[config.mk]
export PLATFORM = sky130hd
export DESIGN_NAME = traffic_phase_timer
export DESIGN_NICKNAME = d
export VERILOG_FILES = /design/src/rtl/traffic_phase_timer.sv
export SDC_FILE = /design/constraint.sdc
export NUM_CORES = 1
export LEC_CHECK = 0
export ABC_CLOCK_PERIOD_IN_PS = 2800
export CORE_ASPECT_RATIO = 2
export CORE_UTILIZATION = 60
export CTS_CLUSTER_SIZE = 16
export DETAILED_ROUTE_END_ITERATION = 16
export PLACE_DENSITY = 0.82
export SYNTH_ARGS = -nofsm -noshare
export SYNTH_HDL_FRONTEND = slang
export SYNTH_SLANG_ARGS = --single-unit
[constraint.sdc]
create_clock -name clk -period 2.8 [get_ports clk]
set_clock_uncertainty 0.15 [all_clocks]
set_input_delay 0.56 -clock clk [delete_from_list [all_inputs] [get_ports clk]]
set_output_delay 0.56 -clock clk [all_outputs]
set_load 0.05 [all_outputs]
[src/rtl/traffic_phase_timer.sv]
// traffic_phase_timer: divides clk into one-second ticks, times the four
// intersection phases and pulses `advance` for one cycle at each phase
// boundary. A latched pedestrian request may end a go phase early once the
// minimum green time has elapsed.
//
// Ports:
//   clk      in   system clock, rising edge
//   reset    in   asynchronous active-high reset
//   enable   in   1 = timing runs, 0 = prescaler and phase timing frozen
//   ped_req  in   pedestrian request, sampled every rising edge
//   advance  out  one-cycle pulse, phase boundary just taken
//   phase    out  0 NS_GO, 1 NS_CLEAR, 2 EW_GO, 3 EW_CLEAR
//   ped_wait out  pedestrian request latched and not yet served
module traffic_phase_timer #(
    parameter int unsigned PRESCALE      = 50_000_000,
    parameter int unsigned GREEN_SEC     = 20,
    parameter int unsigned YELLOW_SEC    = 4,
    parameter int unsigned MIN_GREEN_SEC = 8
) (
    input  logic       clk,
    input  logic       reset,
    input  logic       enable,
    input  logic       ped_req,
    output logic       advance,
    output logic [1:0] phase,
    output logic       ped_wait
);

    localparam int unsigned PW = (PRESCALE > 2) ? $clog2(PRESCALE) : 1;

    typedef enum logic [1:0] {
        NS_GO    = 2'd0,
        NS_CLEAR = 2'd1,
        EW_GO    = 2'd2,
        EW_CLEAR = 2'd3
    } phase_t;

    phase_t        state;
    logic [PW-1:0] pre_cnt;
    logic [7:0]    elapsed;

    logic          tick;
    logic          go_phase;
    logic [8:0]    elapsed_next;   // one extra bit so elapsed=255 cannot wrap
    logic          normal_end;
    logic          early_end;
    logic          phase_end;

    // End-of-phase detection, evaluated against the tick about to be counted
    assign tick         = enable && (pre_cnt == PW'(PRESCALE - 1));
    assign go_phase     = ~state[0];
    assign elapsed_next = {1'b0, elapsed} + 9'd1;
    assign normal_end   = elapsed_next == (go_phase ? 9'(GREEN_SEC) : 9'(YELLOW_SEC));
    assign early_end    = go_phase && ped_wait && (elapsed_next >= 9'(MIN_GREEN_SEC));
    assign phase_end    = tick && (normal_end || early_end);

    assign phase = state;

    // Prescaler, elapsed counter, phase FSM and pedestrian latch
    always_ff @(posedge clk or posedge reset) begin
        if (reset) begin
            state    <= NS_GO;
            pre_cnt  <= '0;
            elapsed  <= '0;
            advance  <= 1'b0;
            ped_wait <= 1'b0;
        end else begin
            advance <= 1'b0;

            // Prescaler free-runs across phase changes
            if (enable) begin
                pre_cnt <= tick ? '0 : pre_cnt + PW'(1);
            end

            if (tick) begin
                if (phase_end) begin
                    elapsed <= '0;
                    advance <= 1'b1;
                    case (state)
                        NS_GO:    state <= NS_CLEAR;
                        NS_CLEAR: state <= EW_GO;
                        EW_GO:    state <= EW_CLEAR;
                        EW_CLEAR: state <= NS_GO;
                        default:  state <= NS_GO;
                    endcase
                end else begin
                    elapsed <= elapsed + 8'd1;
                end
            end

            // A request on the same edge as entering a clear phase stays latched
            if (ped_req) begin
                ped_wait <= 1'b1;
            end else if (phase_end && go_phase) begin
                ped_wait <= 1'b0;
            end
        end
    end

endmodule
==> summary.md, run 1 <==
| Metric | Value |
|---|---|
| Area leader, netlist | `dfrtp_1` |
| NumNets Final | `253` |
| Initial antenna violation count | `0` |
| Grt ovf | `0` |
| CTS tree | `yes` |
| Vias in the first global route | `1800` |
| Hold path depth | `1` |
| Max Freq | `0.377 GHz` |
| Yosys Warn Count | `0` |
| Initial DRC count | `36` |
| Slowest cell on the critical path | `or4_1` |
| Met1 wire length | `1.65 mm` |
| CP Class | `reg -> reg` |
| Crit path depth | `7` |
| Worst rel slew slack | `65.4%` |
| Diodes inserted | `0` |
| First-pass DRT Iterations | `10` |
| DRT antenna net count | `0` |
| Final min period | `2.66 ns` |
| # Max-Cap Violations | `0` |
| Measured slew at the worst slew-check pin | `0.515 ns` |
| Total track usage | `28.2%` |
| Yosys cell types | `41` |
| Vias/cell | `6.15` |
| Status | `finished, violations left` |
| Routed wire length per instance | `16.4 µm` |
| Worst Setup End Kind | `register` |
| Period utilization | `94.8%` |
| # rows | `30` |
| Worst Setup SP | `elapsed[0]` |
| Met3 wire len | `87 µm` |
| Largest net degree at the start of global routing | `39` |
| Worst setup endpoint | `phase[1]` |
| Worst VDD drop | `0.344 mV` |
| Hold Crit Class | `reg -> reg` |
| Met2 Routed Length | `2.64 mm` |
| Layout cells sized above 1 | `11.4%` |
| Buf/Inv on CP | `0` |
| Fillers | `278` |
| FFs w/ async S/R, synth | `100%` |
| DP Wirelength | `3.34 mm` |
| Global-route wire length before repair | `7.78 mm` |
| Drt drc | `1` |
| Top cells by count, synth | `dfrtp_1 (38), nand2_1 (25), nor2_1 (20), nand3_1 (17), xnor2_1 (13)` |
| Final Max Tran Viols | `0` |
| Syn-to-layout area delta | `14.5%` |
| Core area | `3340 µm²` |
| Routed vias | `1711` |
| Reg-to-reg setup timing slack | `0.14 ns` |
| Mean cell area of the mapped netlist | `9.40 µm²` |
| RD Place Congestion | `0.857` |
| Largest stage delay on the critical path | `0.68 ns` |
| Post-synth EDFFs | `0` |
| # IOs | `8` |
| Reg2reg start | `elapsed[0]` |
| CP max FO | `7` |
| Total CTS buffers | `5` |
| Worst Path Arrival | `2.68 ns` |
| Syn_nets | `230` |
| Failing checks | `DRC` |
| DP Worst Slack | `-0.0426 ns` |
| Initial Util | `62.4%` |
| Final Hold Fails | `0` |
| Syn Inst Count | `222` |
| Reg2Reg Depth | `7` |
| PortBufs | `7` |
| Static Leak | `0.00102 µW` |
| Htree depth | `2` |
| Clock slew at reported path FFs | `0.07 ns` |
| Sequential fraction of the synthesis area | `45.6%` |
| Crit-path cells | `ha_2 > nand4_1 > xnor2_1 > o21bai_1 > or4_1 > a31oi_4 > mux2_4` |
| Predominant post-synthesis flop cell | `dfrtp_1` |
| Synth top area share | `45.6%` |
| Die H | `85.4 µm` |
| Worst reg2reg endpoint | `phase[1]` |
| Die Footprint | `3730 µm²` |
| RSZ-0062 raised after global routing | `false` |
| Clock sink count | `38` |
| CP startpoint kind | `register` |
| Syn Std Cell Area | `2090 µm²` |
| Root buf cell | `clkbuf_8` |
| PD cells | `504 nW/µm²` |
| Critical Path RT | `2.83 ns` |
| Top-count cell post-synth | `dfrtp_1` |
| Hold slack | `0.371 ns` |
| #FFs+latches synth | `38` |
| Worst-Skew Late Latency | `0.29 ns` |
| Cell family with most CP delay | `simple AND/OR/NAND/NOR gates` |
| Max Buffers Root-to-Sink | `2` |
| Synth top area cells | `dfrtp_1 (46%), xnor2_1 (5.5%), nand2_1 (4.5%)` |
| Final wirelength | `4.55 mm` |
| Final WS setup | `0.145 ns` |
| Final setup fails | `0` |
| Die width | `43.7 µm` |
| Max Used Layer | `met4` |
## worst reg2reg max path: stages, from the launching register on
cell	delay (ns)
dfrtp_1	0.45
ha_2	0.30
nand4_1	0.13
xnor2_1	0.15
o21bai_1	0.13
or4_1	0.68
a31oi_4	0.24
mux2_4	0.31
## logic make-up (layout without fill, tap and decap cells)
family / Yosys count / after routing / synth area share, %
DFF: 38 / 38 / 45.6
muxes: 3 / 3 / 1.68
adders and majority gates: 4 / 4 / 2.40
xor gates and xnor gates: 23 / 23 / 9.66
AOI/OAI and AO/OA: 32 / 32 / 10.7
and+or+nand+nor: 105 / 105 / 26.5
buffers and inverters: 17 / 41 / 3.54
## layout make-up
class	instances	area (µm²)	area share, %
flip-flops and latches	38	951	39.8
clock buffers	8	110	4.61
multi-input cells	167	1060	44.5
well taps	32	40.0	1.68
inverters	11	41.3	1.73
repair buffers	22	183	7.65
## power breakdown
part / leakage [µW] / switching (µW) / internal [µW]
sequential: 0.000489 / 56.0 / 594
combinational: 0.000476 / 67.0 / 58.7
clock: 0.0000575 / 179 / 248
total: 0.00102 / 302 / 901
## worst min-delay path by stage
stage | to | slack (ns) | startpoint
2_1_floorplan | pre_cnt[22] | 0.31 | pre_cnt[22]
3_3_place_gp | pre_cnt[22] | 0.33 | pre_cnt[22]
6_report | pre_cnt[11] | 0.37 | pre_cnt[11]
3_5_place_dp | pre_cnt[22] | 0.34 | pre_cnt[22]
4_1_cts | pre_cnt[11] | 0.37 | pre_cnt[11]
5_1_grt | pre_cnt[4] | 0.38 | pre_cnt[4]
## routing by layer
metal  global-route usage, %  vias to the layer above
li1                        -                      840
met1                    27.2                      827
met2                    50.6                       28
met3                    6.17                       16
met4                    17.9                        0
met5                       0                        -
## registers in the layout, summed over array words and instances (netlist names)
name	flops
phase	2
ped_wait	1
advance	1
pre_cnt	26
elapsed	8
## layout by cell type (no fill, tap or decap), types with 2 or more instances in the layout
| master | Yosys | layout |
|---|---|---|
| dfrtp_1 | 38 | 38 |
| nand2_1 | 25 | 25 |
| nor2_1 | 20 | 20 |
| nand3_1 | 17 | 17 |
| buf_4 | 0 | 15 |
| xnor2_1 | 13 | 13 |
| inv_1 | 11 | 11 |
| nand4_1 | 10 | 10 |
| xor2_1 | 10 | 10 |
| o21ai_0 | 9 | 9 |
| clkbuf_8 | 0 | 8 |
| clkdlybuf4s50_1 | 0 | 7 |
| a21oi_1 | 6 | 6 |
| and4_1 | 5 | 5 |
| nor3_1 | 4 | 4 |
| and2_1 | 3 | 3 |
| nor4_1 | 3 | 3 |
| nand4b_1 | 3 | 3 |
| and3_1 | 3 | 3 |
| or4_1 | 3 | 3 |
| a31oi_1 | 3 | 3 |
| ha_1 | 4 | 3 |
| nor4b_1 | 2 | 2 |
| or3_1 | 2 | 2 |
| nor2b_1 | 2 | 2 |
| mux2i_1 | 2 | 2 |
| o311ai_0 | 2 | 2 |
| a41oi_1 | 2 | 2 |
| o22ai_1 | 2 | 2 |
## stage by stage
step	instance area, µm²	power (µW)	setup TNS, ns	utilization (%)	instances
final	2390	1200	0	71.5	278
after global routing	2390	1260	0	71.5	278
after CTS	2390	1220	0	71.4	278
after detailed placement	2280	782	-0.0426	68.1	270
after global placement	2280	774	0	68.1	270
after floorplan	2090	741	0	-	222
## what timing repair did
action | CTS | global route
gates resized for setup | 0 | 1
endpoints found under the setup margin | 0 | 1
hold buffers | 0 | 0
buffers inserted | 0 | 0
No activity file was read; power rests on OpenSTA's default activity.
==> inputs of run 2 (changes only) <==
--- a/config.mk
+++ b/config.mk
@@ -8,6 +8,7 @@
 export ABC_CLOCK_PERIOD_IN_PS = 2800
 export CORE_ASPECT_RATIO = 2
 export CORE_UTILIZATION = 60
+export CTS_BUF_LIST = sky130_fd_sc_hd__clkbuf_8
 export CTS_CLUSTER_SIZE = 16
 export DETAILED_ROUTE_END_ITERATION = 16
 export PLACE_DENSITY = 0.82
==> results of run 2 <==
Same layout as run 1: the final DEF is identical, and so are final timing and power.
==> inputs of run 3 (changes only) <==
--- a/config.mk
+++ b/config.mk
@@ -7,11 +7,13 @@
 export LEC_CHECK = 0
 export ABC_CLOCK_PERIOD_IN_PS = 2800
 export CORE_ASPECT_RATIO = 2
+export CORE_MARGIN = 8
 export CORE_UTILIZATION = 60
 export CTS_BUF_LIST = sky130_fd_sc_hd__clkbuf_8
 export CTS_CLUSTER_SIZE = 16
 export DETAILED_ROUTE_END_ITERATION = 16
 export PLACE_DENSITY = 0.82
+export RECOVER_POWER = 50
 export SYNTH_ARGS = -nofsm -noshare
 export SYNTH_HDL_FRONTEND = slang
 export SYNTH_SLANG_ARGS = --single-unit
==> summary.md, run 3 (synthesis results as in run 1) <==
| Metric | Value |
|---|---|
| Vias in the first global route | `1763` |
| First-pass DRT Iterations | `4` |
| Measured slew at the worst slew-check pin | `0.910 ns` |
| Worst-Skew Late Latency | `0.29 ns` |
| Hold_buf cts | `0` |
| CP Class | `reg -> reg` |
| Root buf cell | `clkbuf_8` |
| Final Max Tran Viols | `0` |
| CTS tree | `yes` |
| Syn-to-layout area delta | `13.8%` |
| Total track usage | `16.7%` |
| RD Place Congestion | `0.829` |
| Status | `completed` |
| Largest net degree at the start of global routing | `39` |
| Period utilization | `94.8%` |
| Global-route wire length before repair | `7.65 mm` |
| Die Footprint | `5730 µm²` |
| # Max-Cap Violations | `0` |
| DRT antenna net count | `0` |
| Initial DRC count | `41` |
| Max Freq | `0.377 GHz` |
| Die width | `57.7 µm` |
| Final setup fails | `0` |
| Most frequent cells in the layout | `dfrtp_1 (38), nand2_1 (25), nor2_1 (20)` |
| Worst Setup End Kind | `register` |
| Diodes inserted | `0` |
| Core area | `3380 µm²` |
| # rows | `30` |
| Top reg by flops | `pre_cnt` |
| Setup tns final | `0 ns` |
| Final min period | `2.65 ns` |
| Static Leak | `0.00101 µW` |
| Max reg flops | `26` |
| # resized after CTS | `0` |
| Worst rel slew slack | `39.3%` |
| Final wirelength | `4.46 mm` |
| Initial Util | `61.7%` |
| Clock sink count | `38` |
| Max Buffers Root-to-Sink | `2` |
| Clock slew at reported path FFs | `0.08 ns` |
| NumNets Final | `252` |
| RSZ-0062 raised after global routing | `false` |
| Routed wire length per instance | `16.1 µm` |
| # IOs | `8` |
| DP Wirelength | `3.27 mm` |
| Final WS setup | `0.146 ns` |
| Post-CTS Setup Inserts | `0` |
| PortBufs | `7` |
| CP max FO | `10` |
| Htree depth | `2` |
| Final Hold Fails | `0` |
| Layout cells sized above 1 | `10.6%` |
| Drt drc | `0` |
| Initial antenna violation count | `0` |
| Reg-to-reg setup timing slack | `0.15 ns` |
| Critical Path RT | `2.83 ns` |
| Most common cell after layout, fill and taps aside | `dfrtp_1` |
| Grt ovf | `0` |
| DP Worst Slack | `-0.0668 ns` |
| Final core area utilization | `70.3%` |
| Worst Path Arrival | `2.69 ns` |
| Total CTS buffers | `5` |
| Hold Crit Class | `reg -> reg` |
| Vias/cell | `6.21` |
| Routed vias | `1721` |
| CP startpoint kind | `register` |
| PD cells | `516 nW/µm²` |
| Die H | `99.4 µm` |
| Worst VDD drop | `0.456 mV` |
run 3: changes by cell type in the layout (fill, tap and decap cells not counted), sizes merged:
cell           before  now
bufinv              0    1
clkbuf              8    7
buf                15   12
clkinv              0    2
dlygate4sd3         0    2
clkdlybuf4s50       7    5
run 3: path summary, 6_finish.rpt:
path | endpoint | cells after the start | start
worst max-delay path | phase[1] | 6 | elapsed[2]
worst min-delay path | pre_cnt[22] | 1 | pre_cnt[22]
worst max register to register | phase[1] | 6 | elapsed[2]
worst min register to register | pre_cnt[22] | 1 | pre_cnt[22]
max in group asynchronous | pre_cnt[15] | 3 | reset
min in group asynchronous | pre_cnt[19] | 3 | reset
run 3: layer usage:
metal,up-vias,global-route usage (%),share of wire (%)
met5,-,0,0
met4,0,9.13,2.8
met3,12,2.98,1.7
met2,23,32.1,57
met1,844,15.6,39
li1,842,-,-
run 3: critical path: stages (launching register included):
cell	delay, ns
dfrtp_1	0.49
a311oi_2	0.37
a21oi_1	0.15
o21bai_1	0.22
or4_1	0.63
a31oi_4	0.22
mux2_4	0.31
run 3: power by group:
group          internal [µW]  switching [µW]  total (µW)
registers                594            54.3         648
logic                   55.9            67.8         124
clock network            262             191         453
total                    912             313        1220
run 3: through the flow:
| step | hold WS [ns] | power [µW] | cells | area, µm² |
|---|---|---|---|---|
| 3_3_place_gp | 0.331 | 773 | 269 | 2270 |
| 2_1_floorplan | 0.312 | 741 | 222 | 2090 |
| 3_5_place_dp | 0.338 | 782 | 269 | 2270 |
| 4_1_cts | 0.360 | 1240 | 277 | 2380 |
| 6_report | 0.368 | 1220 | 277 | 2370 |
| 5_1_grt | 0.402 | 1270 | 277 | 2370 |
run 3: layout make-up:
type	instances	area [µm²]
multi-input cells	167	1060
inverters	11	41.3
clock buffers	5	68.8
repair buffers	21	169
well taps	32	40.0
flip-flops and latches	38	951
clock inverters	3	40.0
fillers	272	1000
